<file path="src/rtl/uart_rom_loader_pkg.sv">
// Shared types and constants for the UART boot loader that fills the core's instruction ROM.
package uart_rom_loader_pkg;

    localparam logic [7:0] SYNC_BYTE = 8'hA5;

    typedef enum logic [1:0] {
        R_IDLE,
        R_START,
        R_DATA,
        R_STOP
    } rx_state_t;

    typedef enum logic [1:0] {
        L_SYNC,
        L_COUNT,
        L_DATA,
        L_DONE
    } load_state_t;

    function automatic logic is_sync(input logic [7:0] b);
        return b == SYNC_BYTE;
    endfunction

endpackage

</file>
<file path="src/rtl/uart_rom_loader_if.sv">
// Serial input plus ROM write port and core-release status of the boot loader.
interface uart_rom_loader_if #(
    parameter int ADDR_W = 8
);
    logic              uart_rx;
    logic              rom_we;
    logic [ADDR_W-1:0] rom_waddr;
    logic [31:0]       rom_wdata;
    logic              core_rst_n;
    logic              busy;
    logic              frame_err;

    modport master (
        input  uart_rx,
        output rom_we, rom_waddr, rom_wdata, core_rst_n, busy, frame_err
    );

    modport slave (
        output uart_rx,
        input  rom_we, rom_waddr, rom_wdata, core_rst_n, busy, frame_err
    );
endinterface

</file>
<file path="src/rtl/uart_rx_byte.sv">
// 8N1 UART receiver: synchronises the line, rejects start glitches, flags bad stop bits.
module uart_rx_byte
    import uart_rom_loader_pkg::*;
#(
    parameter int CLKS_PER_BIT = 868
) (
    input  logic       i_clk,
    input  logic       i_rst,
    input  logic       i_rx,
    output logic       o_byte_valid,
    output logic       o_byte_err,
    output logic [7:0] o_byte_data
);
    localparam int HALF  = (CLKS_PER_BIT / 2 > 0) ? CLKS_PER_BIT / 2 : 1;
    localparam int CNT_W = $clog2(CLKS_PER_BIT + 1);
    localparam logic [CNT_W-1:0] CNT_FULL = CNT_W'(CLKS_PER_BIT - 1);
    localparam logic [CNT_W-1:0] CNT_HALF = CNT_W'(HALF - 1);

    logic             r_rx_meta;
    logic             r_rx_sync;
    rx_state_t        r_state;
    rx_state_t        w_next;
    logic [CNT_W-1:0] r_cnt;
    logic [2:0]       r_bit_idx;
    logic [7:0]       r_shift;
    logic             w_cnt_full;
    logic             w_cnt_half;

    assign w_cnt_full  = (r_cnt == CNT_FULL);
    assign w_cnt_half  = (r_cnt == CNT_HALF);
    assign o_byte_data = r_shift;

    // Idle level is high, so the synchroniser resets to 1 to avoid a false start.
    always_ff @(posedge i_clk or posedge i_rst) begin
        if (i_rst) begin
            r_rx_meta <= 1'b1;
            r_rx_sync <= 1'b1;
        end else begin
            r_rx_meta <= i_rx;
            r_rx_sync <= r_rx_meta;
        end
    end

    always_ff @(posedge i_clk or posedge i_rst) begin
        if (i_rst) r_state <= R_IDLE;
        else       r_state <= w_next;
    end

    always_comb begin
        w_next       = r_state;
        o_byte_valid = 1'b0;
        o_byte_err   = 1'b0;
        case (r_state)
            R_IDLE:  if (!r_rx_sync) w_next = R_START;
            R_START: if (w_cnt_half) w_next = r_rx_sync ? R_IDLE : R_DATA;
            R_DATA:  if (w_cnt_full && r_bit_idx == 3'd7) w_next = R_STOP;
            R_STOP: begin
                if (w_cnt_full) begin
                    w_next       = R_IDLE;
                    o_byte_valid = r_rx_sync;
                    o_byte_err   = !r_rx_sync;
                end
            end
            default: w_next = R_IDLE;
        endcase
    end

    // The start-bit half period aligns every later sample to mid-bit.
    always_ff @(posedge i_clk or posedge i_rst) begin
        if (i_rst) begin
            r_cnt     <= '0;
            r_bit_idx <= 3'd0;
            r_shift   <= 8'd0;
        end else begin
            case (r_state)
                R_START: r_cnt <= w_cnt_half ? '0 : r_cnt + CNT_W'(1);
                R_DATA: begin
                    if (w_cnt_full) begin
                        r_cnt     <= '0;
                        r_shift   <= {r_rx_sync, r_shift[7:1]};
                        r_bit_idx <= r_bit_idx + 3'd1;
                    end else begin
                        r_cnt <= r_cnt + CNT_W'(1);
                    end
                end
                R_STOP:  r_cnt <= w_cnt_full ? '0 : r_cnt + CNT_W'(1);
                default: begin
                    r_cnt     <= '0;
                    r_bit_idx <= 3'd0;
                end
            endcase
        end
    end

endmodule

</file>
<file path="src/rtl/uart_rom_loader.sv">
// Boot loader: assembles UART bytes into little-endian words, writes them to ROM, releases the core.
module uart_rom_loader
    import uart_rom_loader_pkg::*;
#(
    parameter int CLKS_PER_BIT = 868,
    parameter int ADDR_W       = 8
) (
    input  logic clk,
    input  logic rst,
    uart_rom_loader_if.master bus
);
    logic              w_byte_valid;
    logic              w_byte_err;
    logic [7:0]        w_byte_data;
    load_state_t       r_state;
    load_state_t       w_next;
    logic [ADDR_W-1:0] r_word_cnt;
    logic [ADDR_W-1:0] r_n;
    logic [1:0]        r_byte_idx;
    logic [23:0]       r_asm;
    logic              r_we;
    logic [ADDR_W-1:0] r_waddr;
    logic [31:0]       r_wdata;
    logic              r_core_rst_n;
    logic              r_frame_err;
    logic              w_sync;
    logic              w_last_byte;
    logic              w_last_word;

    uart_rx_byte #(.CLKS_PER_BIT(CLKS_PER_BIT)) u_rx (
        .i_clk        (clk),
        .i_rst        (rst),
        .i_rx         (bus.uart_rx),
        .o_byte_valid (w_byte_valid),
        .o_byte_err   (w_byte_err),
        .o_byte_data  (w_byte_data)
    );

    assign w_sync      = w_byte_valid && is_sync(w_byte_data);
    assign w_last_byte = (r_byte_idx == 2'd3);
    // N = 0 means a full 2^ADDR_W image: the wrapped counter then matches 0 on the last word.
    assign w_last_word = ((r_word_cnt + ADDR_W'(1)) == r_n);

    always_ff @(posedge clk or posedge rst) begin
        if (rst) r_state <= L_SYNC;
        else     r_state <= w_next;
    end

    always_comb begin
        w_next = r_state;
        case (r_state)
            L_SYNC: if (w_sync) w_next = L_COUNT;
            L_COUNT: begin
                if (w_byte_err)        w_next = L_SYNC;
                else if (w_byte_valid) w_next = L_DATA;
            end
            L_DATA: begin
                if (w_byte_err) w_next = L_SYNC;
                else if (w_byte_valid && w_last_byte && w_last_word) w_next = L_DONE;
            end
            L_DONE: if (w_sync) w_next = L_COUNT;
            default: w_next = L_SYNC;
        endcase
    end

    // Core release lags entry to L_DONE by a cycle so the final write lands first.
    always_ff @(posedge clk or posedge rst) begin
        if (rst) begin
            r_word_cnt   <= '0;
            r_n          <= '0;
            r_byte_idx   <= 2'd0;
            r_asm        <= 24'd0;
            r_we         <= 1'b0;
            r_waddr      <= '0;
            r_wdata      <= 32'd0;
            r_core_rst_n <= 1'b0;
            r_frame_err  <= 1'b0;
        end else begin
            r_we         <= 1'b0;
            r_core_rst_n <= (r_state == L_DONE) && (w_next == L_DONE);
            if (w_byte_err) begin
                r_frame_err <= 1'b1;
                if (r_state == L_COUNT || r_state == L_DATA) begin
                    r_word_cnt <= '0;
                    r_byte_idx <= 2'd0;
                end
            end else if (w_byte_valid) begin
                case (r_state)
                    L_SYNC: begin
                        if (w_sync) begin
                            r_frame_err <= 1'b0;
                            r_word_cnt  <= '0;
                            r_byte_idx  <= 2'd0;
                        end
                    end
                    L_COUNT: r_n <= ADDR_W'(w_byte_data);
                    L_DATA: begin
                        r_byte_idx <= r_byte_idx + 2'd1;
                        case (r_byte_idx)
                            2'd0: r_asm[7:0]   <= w_byte_data;
                            2'd1: r_asm[15:8]  <= w_byte_data;
                            2'd2: r_asm[23:16] <= w_byte_data;
                            default: begin
                                r_we       <= 1'b1;
                                r_waddr    <= r_word_cnt;
                                r_wdata    <= {w_byte_data, r_asm};
                                r_word_cnt <= r_word_cnt + ADDR_W'(1);
                            end
                        endcase
                    end
                    L_DONE: begin
                        if (w_sync) begin
                            r_word_cnt <= '0;
                            r_byte_idx <= 2'd0;
                        end
                    end
                    default: r_byte_idx <= 2'd0;
                endcase
            end
        end
    end

    assign bus.rom_we     = r_we;
    assign bus.rom_waddr  = r_waddr;
    assign bus.rom_wdata  = r_wdata;
    assign bus.core_rst_n = r_core_rst_n;
    assign bus.busy       = (r_state == L_COUNT) || (r_state == L_DATA);
    assign bus.frame_err  = r_frame_err;

endmodule

</file>
<file path="src/flat_wrapper.sv">
// flat-port wrapper written by rule: the top's interface ports become plain ports
module uart_rom_loader_flat import uart_rom_loader_pkg::*;
#(
    parameter int CLKS_PER_BIT = 868,
    parameter int ADDR_W       = 8
)
  (clk, rst, bus_uart_rx, bus_rom_we, bus_rom_waddr, bus_rom_wdata, bus_core_rst_n, bus_busy, bus_frame_err);
  uart_rom_loader_if #(.ADDR_W(ADDR_W)) bus_i ();
  input  logic clk;
  input  logic rst;
  input wire logic [$bits(bus_i.uart_rx)-1:0] bus_uart_rx;
  output wire logic [$bits(bus_i.rom_we)-1:0] bus_rom_we;
  output wire logic [$bits(bus_i.rom_waddr)-1:0] bus_rom_waddr;
  output wire logic [$bits(bus_i.rom_wdata)-1:0] bus_rom_wdata;
  output wire logic [$bits(bus_i.core_rst_n)-1:0] bus_core_rst_n;
  output wire logic [$bits(bus_i.busy)-1:0] bus_busy;
  output wire logic [$bits(bus_i.frame_err)-1:0] bus_frame_err;
  assign bus_i.uart_rx = bus_uart_rx;
  assign bus_rom_we = bus_i.rom_we;
  assign bus_rom_waddr = bus_i.rom_waddr;
  assign bus_rom_wdata = bus_i.rom_wdata;
  assign bus_core_rst_n = bus_i.core_rst_n;
  assign bus_busy = bus_i.busy;
  assign bus_frame_err = bus_i.frame_err;
  uart_rom_loader #(.CLKS_PER_BIT(CLKS_PER_BIT), .ADDR_W(ADDR_W)) u_core (.clk(clk), .rst(rst), .bus(bus_i));
endmodule
</file>
<file path="config.mk">
export PLATFORM = sky130hd
export DESIGN_NAME = uart_rom_loader_flat
export DESIGN_NICKNAME = d
export VERILOG_FILES = /design/src/rtl/uart_rom_loader_pkg.sv /design/src/rtl/uart_rom_loader_if.sv /design/src/rtl/uart_rx_byte.sv /design/src/rtl/uart_rom_loader.sv /design/src/flat_wrapper.sv
export SDC_FILE = /design/constraint.sdc
export NUM_CORES = 1
export LEC_CHECK = 0
export CAP_MARGIN = 20
export CORE_MARGIN = 4
export CORE_UTILIZATION = 50
export CTS_CLUSTER_SIZE = 30
export DETAILED_ROUTE_END_ITERATION = 12
export DONT_BUFFER_PORTS = 1
export PLACE_DENSITY = 0.75
export RECOVER_POWER = 50
export SKIP_LAST_GASP = 1
export SYNTH_ARGS = -nofsm -noshare
export SYNTH_HDL_FRONTEND = slang
export SYNTH_SLANG_ARGS = --single-unit
</file>
<file path="constraint.sdc">
create_clock -name clk -period 5.6 [get_ports clk]
set_clock_uncertainty 0.05 [all_clocks]
set_input_delay 1.4 -clock clk [delete_from_list [all_inputs] [get_ports clk]]
set_output_delay 1.4 -clock clk [all_outputs]
set_load 0.02 [all_outputs]
</file>
==> results of run 1 <==
[cell usage after synthesis (all sizes together), types with 3 or more instances]
master / count
a211oi: 3
a21o: 3
a21oi: 5
and3: 5
buf: 6
clkbuf: 7
dfrtp: 110
ha: 14
inv: 9
mux2: 80
nand2: 29
nand2b: 4
nand3: 15
nor2: 26
nor2b: 3
nor3: 6
nor4: 3
o21ai: 17
o31ai: 3
or4: 3
xnor2: 12
xor2: 5
[power groups by stage]
stage	registers, mW	clock network, mW	logic, mW
2_1_floorplan	0.826	0	0.0134
3_3_place_gp	0.826	0	0.0174
3_5_place_dp	0.827	0	0.0177
4_1_cts	0.811	0.491	0.0176
5_1_grt	0.811	0.524	0.0220
6_report	0.811	0.477	0.0183
[critical path, stage by stage (launching register included)]
cell	delay, ps
dfrtp_1	450
or4_1	640
nor4_4	460
and4_2	970
mux2_2	420
[cells in the final DEF (no fill, tap or decap), types with 6 or more instances in the layout]
cell type  count
nor3_1         6
clkbuf_8       9
inv_1          8
o21ai_0       16
nand3_1       15
ha_1          14
xnor2_1       12
nor2_1        26
mux2_2        77
nand2_1       25
dfrtp_1      110
[state kept, by name, summed over array words and instances, names as in the netlist, 2 cells and up, named ones only]
signal and cells:
u_core.bus.rom_wdata 32, u_core.r_state 2, u_core.u_rx.r_cnt 10, u_core.r_byte_idx 2, u_core.r_word_cnt 8, u_core.u_rx.o_byte_data 8
u_core.u_rx.r_bit_idx 3, u_core.r_asm 24, u_core.r_n 8, u_core.bus.rom_waddr 8
[area by class of cell]
cell class | count | area, sq um | area share [%]
sequential | 112 | 2810 | 52.5
multi-input combinational | 262 | 2110 | 39.4
tap | 133 | 166 | 3.11
clock buffer | 9 | 124 | 2.32
clock inverter | 7 | 76.3 | 1.43
inverter | 9 | 35.0 | 0.655
timing repair buffer | 2 | 31.3 | 0.585
[layer usage]
layer	part of all wire [%]	routed length [microns]	vias up	track usage, %
met1	45	4180	1544	22.6
met3	4.4	410	14	4.72
met2	49	4480	61	26.3
li1	-	-	1401	-
met5	0	0	-	0
met4	1.7	153	0	4.87
[through the flow]
step                util (%)  worst slack (ps)  cells  cell area (sq um)
floorplan                  -              1190    396               5050
global placement        52.4              2650    517               5140
CTS                     54.4              2510    533               5340
global route            54.4              2270    534               5350
detailed placement      52.4              2520    517               5140
finish                  54.4              2470    534               5350
[logic make-up after synthesis]
group / synth area share (%)
flip-flops: 55.6
AND/OR/NAND/NOR: 11.6
multiplexers: 18.1
AO/OA/AOI/OAI: 6.03
buffers and inverters: 2.28
XOR/XNOR: 2.95
adder cells (fa/ha/maj): 3.47
[how the worst min path moves through the flow]
stage                                      endpoint  slack (ps)  cells after the start
floorplan           u_core.u_rx.r_rx_sync$_DFF_PP1_         300                      0
global placement    u_core.u_rx.r_rx_sync$_DFF_PP1_         300                      0
CTS                 u_core.u_rx.r_rx_sync$_DFF_PP1_         320                      0
detailed placement  u_core.u_rx.r_rx_sync$_DFF_PP1_         300                      0
finish              u_core.u_rx.r_rx_sync$_DFF_PP1_         320                      0
global route        u_core.u_rx.r_rx_sync$_DFF_PP1_         320                      0
==> results.json, run 1 <==
{
  "status": "finished, final reports clean",
  "timing.final.crit_share_pct": 55.9,
  "cp-end-kind": "flop",
  "ys_seq_elements": 112,
  "maxSlewHeadroom_pct": 15.4,
  "start_kind": "flop",
  "ys_top_cells_by_area": "dfrtp_1, mux2_2, ha_1",
  "crit_type": "flop to flop",
  "clk_path_buf_depth": 2,
  "clkSinkCount": 112,
  "power.total_mw": 1.31,
  "initial_core_util_pct": 51.4,
  "rsz0062_at_grt": "false",
  "first_global_vias": 3097,
  "cp-startpoint": "u_core.u_rx.r_cnt[4]$_DFF_PP0_",
  "max_freq_mhz": 320,
  "post_cts_resize_count": 0,
  "cap_violations": 0,
  "min_period_ps": 3130,
  "grt.total_usage_pct": 16.7,
  "fillers": 850,
  "grt_max_degree": 90,
  "netlist_instances": 396,
  "synth_seq_area_share_pct": 55.6,
  "cts_tree": "built",
  "r2r_start": "u_core.u_rx.r_cnt[4]$_DFF_PP0_",
  "vias_per_cell": 5.66,
  "layout.nets": 413,
  "synth_top_area_cell": "dfrtp_1",
  "timing.rr.end": "u_core.bus.rom_waddr[2]$_DFFE_PP0P_",
  "min_path_type": "flop to flop",
  "slew_violations": 0,
  "setup_viol": 0,
  "drt_iter0_markers": 140,
  "p_leak_nw": 2.58,
  "drt_pass1_iterations": 4,
  "num_vias": 3020,
  "critPathMaxFanout": 41,
  "combPwrFrac_pct": 1.4,
  "hp-start": "u_core.u_rx.r_rx_meta$_DFF_PP1_",
  "synth_nets": 413,
  "num_rows": 36,
  "htree_levels": 3,
  "io_buffers": 0,
  "place.gp.congestion": 0.832,
  "antenna_cells": 0,
  "io_pins": 47,
  "seqPwrFrac_pct": 62.1,
  "crit_path_end": "u_core.bus.rom_waddr[2]$_DFFE_PP0P_",
  "synth_area_per_cell_sq_um": 12.7,
  "ys.flop_type": "dfrtp_1",
  "critical_path_required_ps": 5820,
  "power_switching_uw": 318,
  "r2r_slack_ps": 2470,
  "yosysWarnings": 0,
  "fp.coreArea_sq_um": 9820,
  "async_reset_ff_share_pct": 100,
  "die_y_microns": 108,
  "crit_arrival_ps": 3350,
  "die_area_sq_um": 11800,
  "grt-ovfl-total": 0,
  "peakVddDrop_mv": 0.236,
  "postCtsHoldBufs": 0,
  "clk_latency_ps": 390,
  "synth_cell_types": 51,
  "reg2reg_depth": 4,
  "drive_gt1_share_pct": 27.2,
  "areaGrowthSynthToFinish_pct": 5.93,
  "clockPowerShare_pct": 36.5,
  "cts_buffers": 9,
  "synth-edff-count": 0,
  "setup_tns_ps": 0,
  "cts-root-buf": "clkbuf_8",
  "wl_microns": 9220,
  "intPower_uw": 988,
  "wire_per_inst_microns": 17.3,
  "tightest_slew_ps": 1270,
  "antenna_found_initial": 0,
  "drc": 0,
  "postRouteAntennaNets": 0,
  "p_sw_share_pct": 24.4,
  "power_density_nw_per_um2": 244,
  "grt_first_pass_wirelength_microns": 15300,
  "clk_pin_slew_ps": 110,
  "syn_area_sq_um": 5050,
  "hold_viol": 0,
  "hold_ws_ps": 317,
  "place_hpwl_microns": 6190,
  "die_w_microns": 108,
  "yosysTopAreaCellShare_pct": 54.5,
  "post-cts-setup-buffers": 0
}
No activity file was read; power rests on OpenSTA's default activity.
==> inputs of run 2 (changes only) <==
--- a/config.mk
+++ b/config.mk
@@ -11,7 +11,7 @@
 export CTS_CLUSTER_SIZE = 30
 export DETAILED_ROUTE_END_ITERATION = 12
 export DONT_BUFFER_PORTS = 1
-export PLACE_DENSITY = 0.75
+export PLACE_DENSITY = 0.78
 export RECOVER_POWER = 50
 export SKIP_LAST_GASP = 1
 export SYNTH_ARGS = -nofsm -noshare
==> constraint.sdc (replaced) <==
create_clock -name clk -period 2.6 [get_ports clk]
set_clock_uncertainty 0.05 [all_clocks]
set_input_delay 0.65 -clock clk [delete_from_list [all_inputs] [get_ports clk]]
set_output_delay 0.65 -clock clk [all_outputs]
set_load 0.02 [all_outputs]
==> results.json, run 2 (synthesized netlist as in run 1, its figures left out) <==
{
  "status": "complete, but fails checks",
  "violations": "capacitance limit, slew limit",
  "mostFrequentLayoutCells": "dfrtp_1, mux2_2, nor2_1",
  "place_hpwl_microns": 6590,
  "clk_latency_ps": 380,
  "antenna_found_initial": 0,
  "cts-root-buf": "clkbuf_8",
  "cap_violations": 1,
  "peakVddDrop_mv": 0.389,
  "timing.final.crit_share_pct": 93.9,
  "areaGrowthSynthToFinish_pct": 7.81,
  "min_path_type": "input port to asynchronous set/reset pin",
  "power_density_nw_per_um2": 537,
  "crit_arrival_ps": 2660,
  "worst-path-buf-inv": 0,
  "die_area_sq_um": 11800,
  "min_period_ps": 2440,
  "gr-usage-met3_pct": 3.70,
  "wl_microns": 9440,
  "critical_path_required_ps": 2820,
  "multi_input_area_sq_um": 2130,
  "postRouteAntennaNets": 0,
  "p_leak_nw": 2.65,
  "die_y_microns": 108,
  "drt_pass1_iterations": 4,
  "ff_latch_area_sq_um": 2810,
  "setup_tns_ps": 0,
  "htree_levels": 3,
  "start_kind": "flop",
  "setup_slack_ps": 158,
  "rsz0062_at_grt": "false",
  "final_util_pct": 55.4,
  "maxSlewHeadroom_pct": -3.91,
  "cts_buffers": 9,
  "max_freq_mhz": 409,
  "largest_reg_flops": 32,
  "cts_tree": "built",
  "post-cts-setup-buffers": 0,
  "place.gp.congestion": 0.826,
  "io_pins": 47,
  "gr-max-usage-layer": "met2",
  "clk_path_buf_depth": 2,
  "crit_type": "flop to flop",
  "num_vias": 3058,
  "use_met1_pct": 23.1,
  "cp-end-kind": "flop",
  "first_global_vias": 3164,
  "num_rows": 36,
  "layout.nets": 420,
  "crit_family": "simple AND/OR/NAND/NOR gates",
  "slew_violations": 76,
  "dp_slack_ps": 150,
  "tightest_slew_ps": 1560,
  "drt_iter0_markers": 133,
  "cp_cell_sequence": "or4_4 > nor4_4 > and2_2 > and3_1 > nand2_4 > mux2_1",
  "drc": 0,
  "hold_ws_ps": 114,
  "vias_per_cell": 5.65,
  "drive_gt1_share_pct": 29.7,
  "grt_first_pass_wirelength_microns": 16000,
  "wire_per_inst_microns": 17.5,
  "grt_max_degree": 76,
  "clk_pin_slew_ps": 120,
  "io_buffers": 0,
  "grt.total_usage_pct": 17.3,
  "fp.coreArea_sq_um": 9820,
  "initial_core_util_pct": 51.4,
  "grt_use_met2_pct": 28.2,
  "setup_viol": 0,
  "cpPeakStageDelay_ps": 600,
  "fillers": 846,
  "antenna_cells": 0,
  "grt-ovfl-total": 0,
  "critPathMaxFanout": 8,
  "slowest_stage": "or4_4",
  "power.total_mw": 2.92,
  "clkSinkCount": 112,
  "final_common_cell": "dfrtp_1",
  "hold_viol": 0,
  "die_w_microns": 108
}
[run 2: where the power goes]
group / switching (mW) / total (mW) / internal, mW
logic: 0.0336 / 0.0350 / 0.00146
clock network: 0.653 / 1.14 / 0.486
registers: 0.00251 / 1.75 / 1.74
total: 0.689 / 2.92 / 2.23
[run 2: layout make-up]
type | instances | share of cell area (%)
timing repair buffer | 9 | 1.36
clock buffer | 9 | 2.28
clock inverter | 7 | 1.93
sequential | 112 | 51.6
inverter | 9 | 0.644
multi-input combinational | 262 | 39.1
tap | 133 | 3.06
[run 2: layer usage]
metal | vias to the layer above | share of wire (%)
met2 | 79 | 50
li1 | 1421 | -
met1 | 1539 | 44
met5 | - | 0
met4 | 0 | 1.5
met3 | 19 | 4.6
[run 2: through the flow]
stage               cells  instance area, sq um
finish                541                  5440
global route          541                  5440
floorplan             396                  5050
detailed placement    525                  5230
CTS                   541                  5460
global placement      525                  5230
[run 2: worst paths after layout]
check | start | end | slack [ps] | depth (start not counted)
min reg2reg | u_core.u_rx.r_rx_meta$_DFF_PP1_ | u_core.u_rx.r_rx_sync$_DFF_PP1_ | 310 | 0
min | rst | u_core.bus.rom_wdata[31]$_DFFE_PP0P_ | 110 | 1
max | u_core.u_rx.r_cnt[4]$_DFF_PP0_ | u_core.r_asm[5]$_DFFE_PP0P_ | 160 | 6
min in group clk | bus_uart_rx | u_core.u_rx.r_rx_meta$_DFF_PP1_ | 210 | 0
max reg2reg | u_core.u_rx.r_cnt[4]$_DFF_PP0_ | u_core.r_asm[5]$_DFFE_PP0P_ | 160 | 6
max in group asynchronous | rst | u_core.u_rx.o_byte_data[4]$_DFFE_PP0P_ | 490 | 2
[run 2: what timing repair did]
| action | in CTS | in global routing |
|---|---|---|
| endpoints found under the setup margin | 0 | 1 |
| hold buffers | 0 | 0 |
| resized for setup | 0 | 2 |
==> inputs of run 3 (changes only) <==
--- a/config.mk
+++ b/config.mk
@@ -12,7 +12,6 @@
 export DETAILED_ROUTE_END_ITERATION = 12
 export DONT_BUFFER_PORTS = 1
 export PLACE_DENSITY = 0.78
-export RECOVER_POWER = 50
 export SKIP_LAST_GASP = 1
 export SYNTH_ARGS = -nofsm -noshare
 export SYNTH_HDL_FRONTEND = slang
==> results.json, run 3 (synthesized netlist as in run 1, its figures left out) <==
{
  "largest_reg_flops": 32,
  "num_rows": 36,
  "critPathMaxFanout": 8,
  "setup_tns_ps": 0,
  "place_area_sq_um": 5230,
  "clkSinkCount": 112,
  "max_freq_mhz": 409,
  "slew_violations": 0,
  "p_sw_share_pct": 23.7,
  "hold_ws_ps": 35.5,
  "wl_microns": 9400,
  "timing.final.crit_share_pct": 94.0,
  "final_common_cell": "dfrtp_1",
  "place_hpwl_microns": 6590,
  "power_density_nw_per_um2": 536,
  "drive_gt1_share_pct": 29.9,
  "tightest_slew_ps": 695,
  "cts-root-buf": "clkbuf_8",
  "drt_iter0_markers": 123,
  "layout.nets": 420,
  "dp_slack_ps": 150,
  "drc": 0,
  "cap_violations": 0,
  "combPwrFrac_pct": 1.3,
  "cts_tree": "built",
  "start_kind": "flop",
  "io_buffers": 0,
  "place.gp.congestion": 0.826,
  "final_util_pct": 55.6,
  "num_vias": 3032,
  "mostFrequentLayoutCells": "dfrtp_1, mux2_2, nor2_1",
  "fp.coreArea_sq_um": 9820,
  "grt_first_pass_wirelength_microns": 16000,
  "peakVddDrop_mv": 0.389,
  "setup_viol": 0,
  "p_leak_nw": 2.65,
  "r2r_start": "u_core.u_rx.r_cnt[4]$_DFF_PP0_",
  "vias_per_cell": 5.60,
  "seqPwrFrac_pct": 59.6,
  "power_switching_uw": 694,
  "io_pins": 47,
  "clk_pin_slew_ps": 120,
  "hold_viol": 0,
  "wire_per_inst_microns": 17.4,
  "min_path_type": "input port to asynchronous set/reset pin",
  "setup_slack_ps": 157,
  "cts_buffers": 9,
  "htree_levels": 3,
  "first_global_vias": 3164,
  "crit_arrival_ps": 2660,
  "critical_path_required_ps": 2820,
  "dp.cells": 525,
  "power.total_mw": 2.93,
  "rsz0062_at_grt": "false",
  "intPower_mw": 2.23,
  "die_y_microns": 108,
  "antenna_found_initial": 0,
  "postRouteAntennaNets": 0,
  "fin_area_sq_um": 5460,
  "min_period_ps": 2440,
  "clk_path_buf_depth": 2,
  "initial_core_util_pct": 51.4,
  "cp-end-kind": "flop",
  "die_area_sq_um": 11800,
  "crit_type": "flop to flop",
  "areaGrowthSynthToFinish_pct": 8.23,
  "clockPowerShare_pct": 39.0,
  "grt_max_degree": 76,
  "layout.cells.non_filler": 541,
  "cp-startpoint": "u_core.u_rx.r_cnt[4]$_DFF_PP0_",
  "clk_latency_ps": 380,
  "die_w_microns": 108,
  "maxSlewHeadroom_pct": 53.5,
  "antenna_cells": 0,
  "status": "finished, final reports clean",
  "grt-ovfl-total": 0,
  "grt.total_usage_pct": 17.3,
  "drt_pass1_iterations": 4
}
[run 3: cell count changes in the layout (fill, tap and decap cells not counted)]
| cell | change |
|---|---|
| clkinvlp_2 | -1 |
| buf_12 | +1 |
| buf_2 | -1 |
| clkbuf_1 | -1 |
| clkinvlp_4 | +1 |
| buf_4 | +1 |
[run 3: timing repair]
action                     in CTS  in global routing
setup endpoints to repair       0                  1
gates resized for setup         0                  2
hold buffers                    0                  0
setup buffers                   0                  0
[run 3: worst paths after layout]
| check | endpoint | slack [ps] | cells after the start |
|---|---|---|---|
| worst min register to register | u_core.u_rx.r_rx_sync$_DFF_PP1_ | 310 | 0 |
| max in group asynchronous | u_core.u_rx.r_rx_sync$_DFF_PP1_ | 1760 | 2 |
| worst min-delay path | u_core.bus.rom_wdata[31]$_DFFE_PP0P_ | 40 | 1 |
| min in group clk | u_core.u_rx.r_rx_meta$_DFF_PP1_ | 210 | 0 |
| worst max-delay path | u_core.r_asm[5]$_DFFE_PP0P_ | 160 | 6 |
| worst max register to register | u_core.r_asm[5]$_DFFE_PP0P_ | 160 | 6 |
[run 3: per-layer routing]
layer	vias up	global-route usage [%]	part of all wire, %
met5	-	0	0
met4	0	5.95	1.5
met3	13	3.70	4.5
met2	63	28.2	50
met1	1540	23.1	44
li1	1416	-	-
[run 3: layout make-up]
type                            count  area [sq um]
Clock buffer                        9           124
Fill cell                         841          4360
Sequential cell                   112          2810
Multi-Input combinational cell    262          2130
Tap cell                          133           166
Inverter                            9          37.5
Timing Repair Buffer                9          92.6
Clock inverter                      7           105
[run 3: critical path: stages (launching register included)]
cell     delay [ps]
dfrtp_1         450
or4_4           600
nor4_4          170
and2_2          230
and3_1          370
nand2_4         150
mux2_1          330
[run 3: power groups by stage]
stage          Combinational, mW  Clock, mW  Sequential, mW
2_1_floorplan             0.0292          0            1.78
3_3_place_gp              0.0408          0            1.78
3_5_place_dp              0.0418          0            1.78
4_1_cts                   0.0421       1.17            1.75
5_1_grt                   0.0468       1.23            1.75
6_report                  0.0389       1.14            1.75
